--- config.mk ---
export PLATFORM = sky130hd
export DESIGN_NAME = wb_write_arbiter
export DESIGN_NICKNAME = d
export VERILOG_FILES = /design/src/rtl/wb_write_arbiter.sv
export SDC_FILE = /design/constraint.sdc
export NUM_CORES = 1
export LEC_CHECK = 0
export ABC_AREA = 1
export BUFFER_PORTS_ARGS = -buffer_cell sky130_fd_sc_hd__buf_2
export CAP_MARGIN = 20
export CORE_ASPECT_RATIO = 0.75
export CORE_MARGIN = 1.5
export CORE_UTILIZATION = 55
export DETAILED_ROUTE_END_ITERATION = 6
export PLACE_DENSITY_LB_ADDON = 0.15
export REMOVE_ABC_BUFFERS = 1
export SLEW_MARGIN = 40
export SYNTH_ARGS = -nofsm -noshare
export SYNTH_HDL_FRONTEND = slang
export SYNTH_SLANG_ARGS = --single-unit
--- constraint.sdc ---
create_clock -name clk -period 3.45 [get_ports clk]
set_input_delay 0 -clock clk [delete_from_list [all_inputs] [get_ports clk]]
set_output_delay 0 -clock clk [all_outputs]
set_load 0.02 [all_outputs]
--- src/rtl/wb_write_arbiter.sv ---
// wb_write_arbiter: writeback-side initiator for the register file write port.
// Merges the in-order pipeline writeback (fixed priority, never back-pressured)
// with a FIFO-buffered secondary source (mul/div, late loads). At most one
// register write is issued per cycle, r0 is never written, and a one-cycle
// pipeline bubble (stall_req) is requested when the secondary source has been
// starved for STARVE_MAX consecutive cycles.
// Optional feature macro: WB_FWD_EN adds a bypass that reports hits on the
// register currently being written, for the cycle in which the register
// file still returns the old value.
module wb_write_arbiter #(
  parameter int DATA_W     = 32,
  parameter int ADDR_W     = 5,
  parameter int FIFO_DEPTH = 4,
  parameter int STARVE_MAX = 8
) (
  input  logic                          clk,
  input  logic                          rst,
  input  logic                          p_valid,
  input  logic [ADDR_W-1:0]             p_rw,
  input  logic [DATA_W-1:0]             p_data,
  input  logic                          s_valid,
  output logic                          s_ready,
  input  logic [ADDR_W-1:0]             s_rw,
  input  logic [DATA_W-1:0]             s_data,
  output logic                          stall_req,
  output logic                          wena,
  output logic [ADDR_W-1:0]             rw,
  output logic [DATA_W-1:0]             RegWriDate,
  output logic [$clog2(FIFO_DEPTH):0]   fifo_count,
  output logic                          proto_err
`ifdef WB_FWD_EN
  ,
  input  logic [ADDR_W-1:0]             fwd_ra,
  input  logic [ADDR_W-1:0]             fwd_rb,
  output logic                          fwd_a_hit,
  output logic                          fwd_b_hit,
  output logic [DATA_W-1:0]             fwd_a_data,
  output logic [DATA_W-1:0]             fwd_b_data
`endif
);

  localparam int PTR_W    = $clog2(FIFO_DEPTH);
  localparam int CNT_W    = PTR_W + 1;
  localparam int STARVE_W = $clog2(STARVE_MAX + 1);

  localparam logic [CNT_W-1:0]    FULL_COUNT   = CNT_W'(FIFO_DEPTH);
  localparam logic [STARVE_W-1:0] STARVE_LIMIT = STARVE_W'(STARVE_MAX);

  logic [ADDR_W-1:0]   fifo_rw_mem   [FIFO_DEPTH];
  logic [DATA_W-1:0]   fifo_data_mem [FIFO_DEPTH];
  logic [PTR_W-1:0]    wr_ptr;
  logic [PTR_W-1:0]    rd_ptr;
  logic [CNT_W-1:0]    count_q;
  logic [STARVE_W-1:0] starve_cnt;

  logic                fifo_empty;
  logic                push;
  logic                pop;
  logic                win_valid;
  logic [ADDR_W-1:0]   win_rw;
  logic [DATA_W-1:0]   win_data;
  logic                wena_next;

  assign fifo_empty = (count_q == '0);
  assign s_ready    = (count_q != FULL_COUNT);
  assign fifo_count = count_q;
  assign push       = s_valid && s_ready;
  assign stall_req  = (starve_cnt == STARVE_LIMIT);

  // Pick this cycle's winner: pipeline first, then the FIFO head, else idle.
  always_comb begin
    win_valid = 1'b0;
    win_rw    = '0;
    win_data  = '0;
    pop       = 1'b0;
    if (p_valid) begin
      win_valid = 1'b1;
      win_rw    = p_rw;
      win_data  = p_data;
    end else if (!fifo_empty) begin
      win_valid = 1'b1;
      win_rw    = fifo_rw_mem[rd_ptr];
      win_data  = fifo_data_mem[rd_ptr];
      pop       = 1'b1;
    end
    wena_next = win_valid && (win_rw != '0);
  end

  // FIFO storage; contents need no reset because the pointers define validity.
  always_ff @(posedge clk) begin
    if (!rst && push) begin
      fifo_rw_mem[wr_ptr]   <= s_rw;
      fifo_data_mem[wr_ptr] <= s_data;
    end
  end

  // FIFO pointers and occupancy; reset discards everything queued.
  always_ff @(posedge clk) begin
    if (rst) begin
      wr_ptr  <= '0;
      rd_ptr  <= '0;
      count_q <= '0;
    end else begin
      if (push) wr_ptr <= wr_ptr + PTR_W'(1);
      if (pop)  rd_ptr <= rd_ptr + PTR_W'(1);
      if (push && !pop)      count_q <= count_q + CNT_W'(1);
      else if (pop && !push) count_q <= count_q - CNT_W'(1);
    end
  end

  // Count consecutive cycles the pipeline blocks a waiting FIFO head.
  always_ff @(posedge clk) begin
    if (rst) begin
      starve_cnt <= '0;
    end else if (pop || fifo_empty) begin
      starve_cnt <= '0;
    end else if (p_valid && (starve_cnt != STARVE_LIMIT)) begin
      starve_cnt <= starve_cnt + STARVE_W'(1);
    end
  end

  // Register the write port; index and data hold when no write happens.
  always_ff @(posedge clk) begin
    if (rst) begin
      wena       <= 1'b0;
      rw         <= '0;
      RegWriDate <= '0;
    end else begin
      wena <= wena_next;
      if (wena_next) begin
        rw         <= win_rw;
        RegWriDate <= win_data;
      end
    end
  end

  // Sticky flag for a pipeline write that ignored a bubble request.
  always_ff @(posedge clk) begin
    if (rst) begin
      proto_err <= 1'b0;
    end else if (p_valid && stall_req) begin
      proto_err <= 1'b1;
    end
  end

`ifdef WB_FWD_EN
  assign fwd_a_hit  = wena && (rw == fwd_ra) && (fwd_ra != '0);
  assign fwd_b_hit  = wena && (rw == fwd_rb) && (fwd_rb != '0);
  assign fwd_a_data = fwd_a_hit ? RegWriDate : '0;
  assign fwd_b_data = fwd_b_hit ? RegWriDate : '0;
`endif

endmodule
; ---- Word level (Yosys, flattened, before mapping)
; Memory sizes are Yosys's and may differ from the RTL's. A register that Yosys moved wholly into a read port is not among the register bits.
; Index checks and enable logic that the tools add are counted.
[word_totals]
ff_bits = 50
latch_bits = 0
mem_bits_rw = 148
mem_bits_ro = 0
in_bits = 78
output_inout_bits = 44
elab_cells = 48
memories = 2
[memory_table]
columns = name, words, word_bits, rd, rd_clocked_by_memory_dff, wr, line_no
row1 = fifo_data_mem, 4, 32, 1, 1, 1, 50  ; logic [DATA_W-1:0] fifo_data_mem [FIFO_DEPTH];
row2 = fifo_rw_mem, 4, 5, 1, 1, 1, 49  ; logic [ADDR_W-1:0] fifo_rw_mem [FIFO_DEPTH];
[op_classes]
add_sub_neg = 5
n_mul = 0
n_div = 0
order_cmp = 0
eq_ne = 3
shifts = 0
mux = 15
bitwise_logic = 0
reduce_logical = 15
[ops]
columns = operator, count
row1 = 32-bit 2-to-1 mux, 2
row2 = 5-bit 2-to-1 mux, 2
row3 = 2-bit 2-to-1 mux, 4
row4 = 1-bit logical AND, 7
row5 = 3-bit 2-to-1 mux, 2
row6 = 1-bit 2-to-1 mux, 5
row7 = 5-bit nonzero test, 1
row8 = 2-bit by 1-bit adder with 2-bit output (second input constant), 2
row9 = 4-bit by 1-bit adder with 4-bit output (second input constant), 1
row10 = 4-bit equality test (second input constant), 1
row11 = 4-bit inequality test (second input constant), 1
row12 = 3-bit by 1-bit adder with 3-bit output (second input constant), 1
row13 = 1-bit logical NOT, 3
row14 = 3-bit logical NOT, 1
row15 = 3-bit inequality test (second input constant), 1
row16 = 3-bit by 1-bit subtractor with 3-bit output (second input constant), 1
row17 = 2-bit nonzero test, 1
row18 = 2-bit OR reduction, 1
row19 = 1-bit logical OR, 1

; ---- Logic depth before layout (Yosys ltp)
; Gate-level depths: netlist of the first run.
[logic_depth]
depth_word = 6
depth_mapped = 12
depth_no_buf = 11

; ---- Least setup slack after synthesis of the first run
; Ideal clock, no wire load.
[synth_path]
kind = flip-flop to flip-flop
startpoint = register count_q[0] (netlist: fifo_count[0])
endpoint = memory fifo_data_mem[0][0], enable pin
setup_ns = 0.431
arrival_time_ns = 2.706
required_ns = 3.019
setup_slack_ns = 0.313
path_stages_with_launch = 7
path_buffers = 0
period_less_slack_ns = 3.137
cell_sequence = dfxtp_1 nor2_2 nand2_1 nand2_1 inv_1 nand2_1 nor2_1
[synth_between]
elab_chain_len = 5
[synth_lines]
columns = item, line_no
row1 = from (decl), 53  ; logic [CNT_W-1:0] count_q;
row2 = from (signal assigned), 106  ; if (push && !pop) count_q <= count_q + CNT_W'(1);
row3 = from (signal assigned), 107  ; else if (pop && !push) count_q <= count_q - CNT_W'(1);
row4 = 3-bit inequality test, 65  ; assign s_ready = (count_q != FULL_COUNT);
row5 = via s_ready, 22  ; output logic s_ready,
row6 = 1-bit logical AND, 67  ; assign push = s_valid && s_ready;
row7 = via push, 57  ; logic push;
row8 = 1-bit logical AND, 91  ; if (!rst && push) begin
row9 = 1-bit 2-to-1 mux, 91
row10 = 1-bit 2-to-1 mux (not written as such), 93  ; fifo_data_mem[wr_ptr] <= s_data;
row11 = to (decl), 50
; The timed path passes the listed nets, and every way through them passes these cells.

==> results.sh, run 1 <==
export IMPL_status="finished, final reports clean"
export IMPL_drtIter0Drc=577
export IMPL_fmax_mhz=339
export IMPL_core_area_sq_um=14700
export IMPL_synth_xor_area_share_pct=0.104
export IMPL_skew_ns=0.00640
export IMPL_die_x_um=146
export IMPL_min_path_cells=5
export IMPL_synth_fa_ha_area_share_pct=1.28
export IMPL_cts_root_buffer_cell="clkbuf_16"
export IMPL_ys_seq_elements=200
export IMPL_cts_max_level=4
export IMPL_clock_sinks=200
export IMPL_antenna_found_initial=0
export IMPL_grt_pass1_vias=6125
export IMPL_max_slew_margin_pct=50.1
export IMPL_netlist_instances=791
export IMPL_setup_viol=0
export IMPL_startpoint_type="flop"
export IMPL_synthFlopType="edfxtp_1"
export IMPL_routed_wl_mm=20.2
export IMPL_syn_area_per_cell_sq_um=10.6
export IMPL_ys_seq_area_share_pct=65.1
export IMPL_cts_setup_buffers=0
export IMPL_synth_mux_area_fraction_pct=0
export IMPL_die_h_um=110
export IMPL_drv_slew=0
export IMPL_synthToLayoutAreaGrowth_pct=23.2
export IMPL_crit_path_end_kind="flop"
export IMPL_hold_violations=0
export IMPL_ys_async_sr_fraction_pct=0
export IMPL_total_power_mw=6.79
export IMPL_wire_per_inst_um=17.1
export IMPL_fill_cells=1016
export IMPL_antenna_left=0
export IMPL_multi_input_area_sq_um=2300
export IMPL_vias=6373
export IMPL_fp_row_count=38
export IMPL_grt_setup_unrepaired="false"
export IMPL_synth_edf_count=148
export IMPL_fin_crit_ns=2.95
export IMPL_grt_pass1_wl_mm=31.9
export IMPL_reg2reg_depth=10
export IMPL_crit_type="reg2reg"
export IMPL_antenna_cells=0
export IMPL_cp_required_ns=3.80
export IMPL_track_usage_pct=26.3
export IMPL_worst_slew_pin_slew_ns=0.747
export IMPL_synth_simple_gate_area_share_pct=14.5
export IMPL_grt_start_max_net_pins=47
export IMPL_synth_most_common_cell="edfxtp_1"
export IMPL_cts_tree="done"
export IMPL_ir_drop_uv=476
export IMPL_clk_latency_ns=0.42
export IMPL_setup_ws_ns=0.499
export IMPL_cts_buffer_depth=2
export IMPL_routed_via_density=5.40
export IMPL_hold_start="p_data[8]"
export IMPL_netlist_area_sq_um=8420
export IMPL_post_route_util_pct=70.6
export IMPL_die_area_sq_um=16100
export IMPL_arrival_ns=3.30
export IMPL_synth_top_family_by_area="simple AND/OR/NAND/NOR gates"
export IMPL_path_max_fanout=37
export IMPL_numCtsBuffers=17
export IMPL_synth_area_leader_cell="edfxtp_1"
export IMPL_drc=0
export IMPL_power_density_nw_per_um2=655
export IMPL_fin_cells=1181
export IMPL_io_buffers=121
export IMPL_p_leak_nw=4.26
export IMPL_io_pins=122
export IMPL_place_inst=1081
export IMPL_regArea_sq_um=5490
export IMPL_dr_pass1_iters=5
export IMPL_final_layout_size_suffix_gt1_share_pct=19.2
export IMPL_dp_slack_ns=0.550
export IMPL_synth_compound_area_share_pct=10.9
export IMPL_hold_slack_ns=0.0117
export IMPL_overflow=0
export IMPL_dp_hpwl_mm=12.4
export IMPL_place_congestion=0.781
export IMPL_ys_top_cells_by_area="edfxtp_1 (53%), dfxtp_1 (12%), nor2_1 (4.9%)"
export IMPL_synth_cell_types=32
export IMPL_period_share_pct=85.5
export IMPL_initial_utilization_pct=57.3
export IMPL_layout_nets=1055
export IMPL_ys_warn_count=0
export IMPL_cap_viol_max_count=0
export IMPL_ys_top_cells_by_count="edfxtp_1 (148), nor2_1 (109), nand2_1 (107), inv_1 (94), o21ai_0 (72)"
export IMPL_yosysTopAreaCellShare_pct=52.8
export IMPL_hold_path_class="in2reg"
export IMPL_clk_pin_slew_worst_paths_ns=0.06
==> registers in the layout, summed over array words and instances, names as in the netlist, named ones only <==
signal         count
fifo_data_mem    128
fifo_rw_mem       20
proto_err          1
RegWriDate        32
wena               1
rd_ptr             2
starve_cnt         4
fifo_count         3
rw                 5
wr_ptr             2
==> stage by stage <==
stage	TNS [ns]	instance area (sq um)
6_report	0	10400
5_1_grt	0	10400
4_1_cts	0	10400
3_5_place_dp	0	9150
3_3_place_gp	0	9150
2_1_floorplan	-22.80	8120
==> final timing paths <==
path	slack (ns)	endpoint
setup / recovery	0.50	RegWriDate[8]$_SDFFE_PP0P_
hold reg to reg	0.46	proto_err$_SDFFE_PP0P_
setup reg to reg	0.50	RegWriDate[8]$_SDFFE_PP0P_
hold / removal	0.01	RegWriDate[8]$_SDFFE_PP0P_
==> report_power, final <==
part / switching, mW / internal [mW] / total, mW
sequential: 0.154 / 2.84 / 2.99
combinational: 1.33 / 0.649 / 1.98
clock: 0.794 / 1.02 / 1.82
==> timing repair <==
action / in CTS / in global routing
hold endpoints to repair: 181 / 0
hold buffers: 69 / 0
resized for setup: 0 / 0
==> area by class of cell <==
type                    count  area share (%)
clock inverters             5           0.458
inverters                  99            3.58
well taps                 200            2.41
flip-flops and latches    200            52.9
clock buffers              26            4.62
repair buffers            209            13.9
multi-input cells         442            22.1
==> placed cells by master (no fill, tap or decap), types with 2 or more instances in the layout <==
cell type      instances
o21ai_0               72
dlygate4sd3_1         69
clkbuf_16             17
clkinv_2               2
dfxtp_1               50
clkbuf_1               7
ha_1                   7
nand2_2                5
nor2_2                 2
edfxtp_1             148
clkinv_1               3
o22ai_1               32
buf_4                 19
nor2_1               105
a21oi_1               12
nand4_1               36
inv_1                 93
nand3_2                2
clkbuf_8               2
inv_2                  5
nor2_4                 5
buf_2                121
dfxtp_2                2
a22oi_1               32
nand3_1               15
nand2_1              107
==> cell families after synthesis <==
| group | after synthesis |
|---|---|
| AOI/OAI and AO/OA | 153 |
| xor gates and xnor gates | 1 |
| adders and majority gates | 8 |
| buffers and inverters | 149 |
| DFF | 200 |
| and+or+nand+nor | 280 |
==> critical path: stages, from the launching register on <==
cell and delay (ns):
dfxtp_2 0.66, inv_2 0.36, nand2_1 0.15, nand3_1 0.09, nand3_2 0.08, nand2_2 0.09
nor2_8 0.48, nand3_4 0.55, nand2_1 0.19, inv_1 0.06, nor2_1 0.13
==> routing by layer <==
layer,GRT usage (%),up-vias,part of all wire [%]
li1,-,3065,-
met4,7.65,0,0.93
met3,4.81,16,7.5
met2,44.5,270,48
met1,35.3,3022,44
met5,0,-,0
Power figures use the tool's default switching activity.
==> inputs of run 2 (changes only) <==
--- a/config.mk
+++ b/config.mk
@@ -13,7 +13,6 @@
 export CORE_UTILIZATION = 55
 export DETAILED_ROUTE_END_ITERATION = 6
 export PLACE_DENSITY_LB_ADDON = 0.15
-export REMOVE_ABC_BUFFERS = 1
 export SLEW_MARGIN = 40
 export SYNTH_ARGS = -nofsm -noshare
 export SYNTH_HDL_FRONTEND = slang
==> run 2 against run 1 <==
  * Utilization grew 0.71 points
  * Setup slack gained 0.12 ns
  * Non-clock buffer count decreased by 3
  * Via count is 2.2% lower
  * Cell area grew 1.0%
  * Register-to-register slack gained 0.12 ns
  * Hold slack gained 0.013 ns
==> results.sh, run 2 (synthesis gave the netlist of run 1 again) <==
export IMPL_hold_violations=0
export IMPL_fmax_mhz=354
export IMPL_antenna_cells=0
export IMPL_synth_nets=877
export IMPL_holdPathEnd="RegWriDate[14]$_SDFFE_PP0P_"
export IMPL_max_slew_margin_pct=48.8
export IMPL_final_common_cell="edfxtp_1"
export IMPL_skew_ns=0.00936
export IMPL_clk_latency_ns=0.44
export IMPL_numCtsBuffers=17
export IMPL_path_max_fanout=45
export IMPL_fin_cells=1179
export IMPL_core_area_sq_um=14700
export IMPL_reg2reg_depth=10
export IMPL_drtIter0Drc=623
export IMPL_fp_row_count=38
export IMPL_slowest_delay_ns=0.56
export IMPL_top_regs="fifo_data_mem: 128 flops, RegWriDate: 32 flops, fifo_rw_mem: 20 flops"
export IMPL_initial_utilization_pct=57.3
export IMPL_placed_area_sq_um=9130
export IMPL_overflow=0
export IMPL_largest_reg_flops=128
export IMPL_clock_sinks=200
export IMPL_final_layout_size_suffix_gt1_share_pct=19.5
export IMPL_arrival_ns=3.20
export IMPL_critPathSlowestCell="nor2_2"
export IMPL_total_power_mw=7.11
export IMPL_track_usage_pct=25.6
export IMPL_crit_family="simple AND/OR/NAND/NOR gates"
export IMPL_layout_nets=1052
export IMPL_die_area_sq_um=16100
export IMPL_period_share_pct=81.9
export IMPL_crit_type="reg2reg"
export IMPL_hold_path_class="in2reg"
export IMPL_reg2reg_to="RegWriDate[14]$_SDFFE_PP0P_"
export IMPL_grt_pass1_vias=5785
export IMPL_die_x_um=146
export IMPL_cts_buffer_depth=2
export IMPL_worst_slew_pin_slew_ns=0.769
export IMPL_die_h_um=110
export IMPL_cpMostUsedCell="nand2_1"
export IMPL_crit_cells=10
export IMPL_cts_root_buffer_cell="clkbuf_16"
export IMPL_path_buf_inv=2
export IMPL_hold_start="p_data[14]"
export IMPL_drc=0
export IMPL_r2r_setup_slack_ns=0.62
export IMPL_setup_viol=0
export IMPL_io_pins=122
export IMPL_cts_max_level=4
export IMPL_cts_tree="done"
export IMPL_synthToLayoutAreaGrowth_pct=24.4
export IMPL_place_inst=1077
export IMPL_routed_wl_mm=19.8
export IMPL_cap_viol_max_count=0
export IMPL_mostFrequentLayoutCells="edfxtp_1 (148), buf_2 (121), nand2_1 (107)"
export IMPL_antenna_left=0
export IMPL_fin_crit_ns=2.83
export IMPL_power_density_nw_per_um2=678
export IMPL_dr_pass1_iters=5
export IMPL_crit_path_end_kind="flop"
export IMPL_status="finished, final reports clean"
export IMPL_ir_drop_uv=422
export IMPL_cp_required_ns=3.82
export IMPL_dp_hpwl_mm=12.2
export IMPL_clk_pin_slew_worst_paths_ns=0.07
export IMPL_crit_chain="inv_2 -> nand2_1 -> nand3_1 -> nand3_1 -> nand2_1 -> nor2_2 -> nand3_4 -> nand2_1 -> inv_1 -> nor2_1"
export IMPL_grt_start_max_net_pins=48
export IMPL_wire_per_inst_um=16.8
export IMPL_startpoint_type="flop"
export IMPL_antenna_found_initial=0
export IMPL_grt_setup_unrepaired="false"
export IMPL_grt_pass1_wl_mm=30.6
export IMPL_io_buffers=121
export IMPL_drv_slew=0
export IMPL_vias=6231
export IMPL_p_leak_nw=4.31
export IMPL_fin_setup_tns_ns=0
export IMPL_top_register="fifo_data_mem"
export IMPL_min_path_cells=5
export IMPL_fin_area_sq_um=10500
export IMPL_routed_via_density=5.28
export IMPL_place_congestion=0.809
## run 2: worst max-delay path by stage
stage / startpoint / end / slack, ns
2_1_floorplan: fifo_count[0]$_SDFFE_PP0P_ / fifo_data_mem[0][0]$_DFFE_PP_ / 0.31
3_3_place_gp: flop / rw[1]$_SDFFE_PP0P_ / 0.78
3_5_place_dp: flop / RegWriDate[14]$_SDFFE_PP0P_ / 0.68
4_1_cts: flop / RegWriDate[14]$_SDFFE_PP0P_ / 0.65
5_1_grt: flop / RegWriDate[3]$_SDFFE_PP0P_ / 0.33
6_report: flop / RegWriDate[14]$_SDFFE_PP0P_ / 0.62
## run 2: routing by layer
metal / part of all wire (%) / GRT usage [%] / up-vias
met1: 46 / 37.5 / 2844
met4: 1.7 / 9.11 / 0
li1: - / - / 3072
met2: 43 / 37.3 / 285
met5: 0 / 0 / -
met3: 9.2 / 6.42 / 30
## run 2: what timing repair did
action	in CTS	in global routing
hold endpoints to repair	182	0
hold buffers	70	0
resized for setup	0	0
setup endpoints to repair	0	0
buffers inserted	0	0
## run 2: final cells by class
type	count	area [sq um]
Inverter	99	372
Timing Repair Buffer	206	1430
Multi-Input combinational cell	442	2290
Fill cell	1041	4220
Sequential cell	200	5490
Clock inverter	15	219
Tap cell	200	250
Clock buffer	17	425
## run 2: worst register-to-register path, cell delays in order (launching register included)
cell,delay [ns]
dfxtp_2,0.52
inv_2,0.37
nand2_1,0.15
nand3_1,0.08
nand3_1,0.10
nand2_1,0.08
nor2_2,0.56
nand3_4,0.53
nand2_1,0.20
inv_1,0.06
nor2_1,0.11
## run 2: stage by stage
stage	utilization (%)	hold WS (ns)	worst slack (ns)
6_report	71.3	0.0243	0.624
2_1_floorplan	-	0.0724	0.313
3_5_place_dp	62.1	0.182	0.681
4_1_cts	71.3	0.0183	0.647
5_1_grt	71.3	0.00269	0.327
3_3_place_gp	62.1	0.177	0.775
## run 2: power by group
group	switching [mW]	internal [mW]
clock	0.907	1.24
combinational	1.36	0.638
sequential	0.130	2.83
total	2.40	4.71
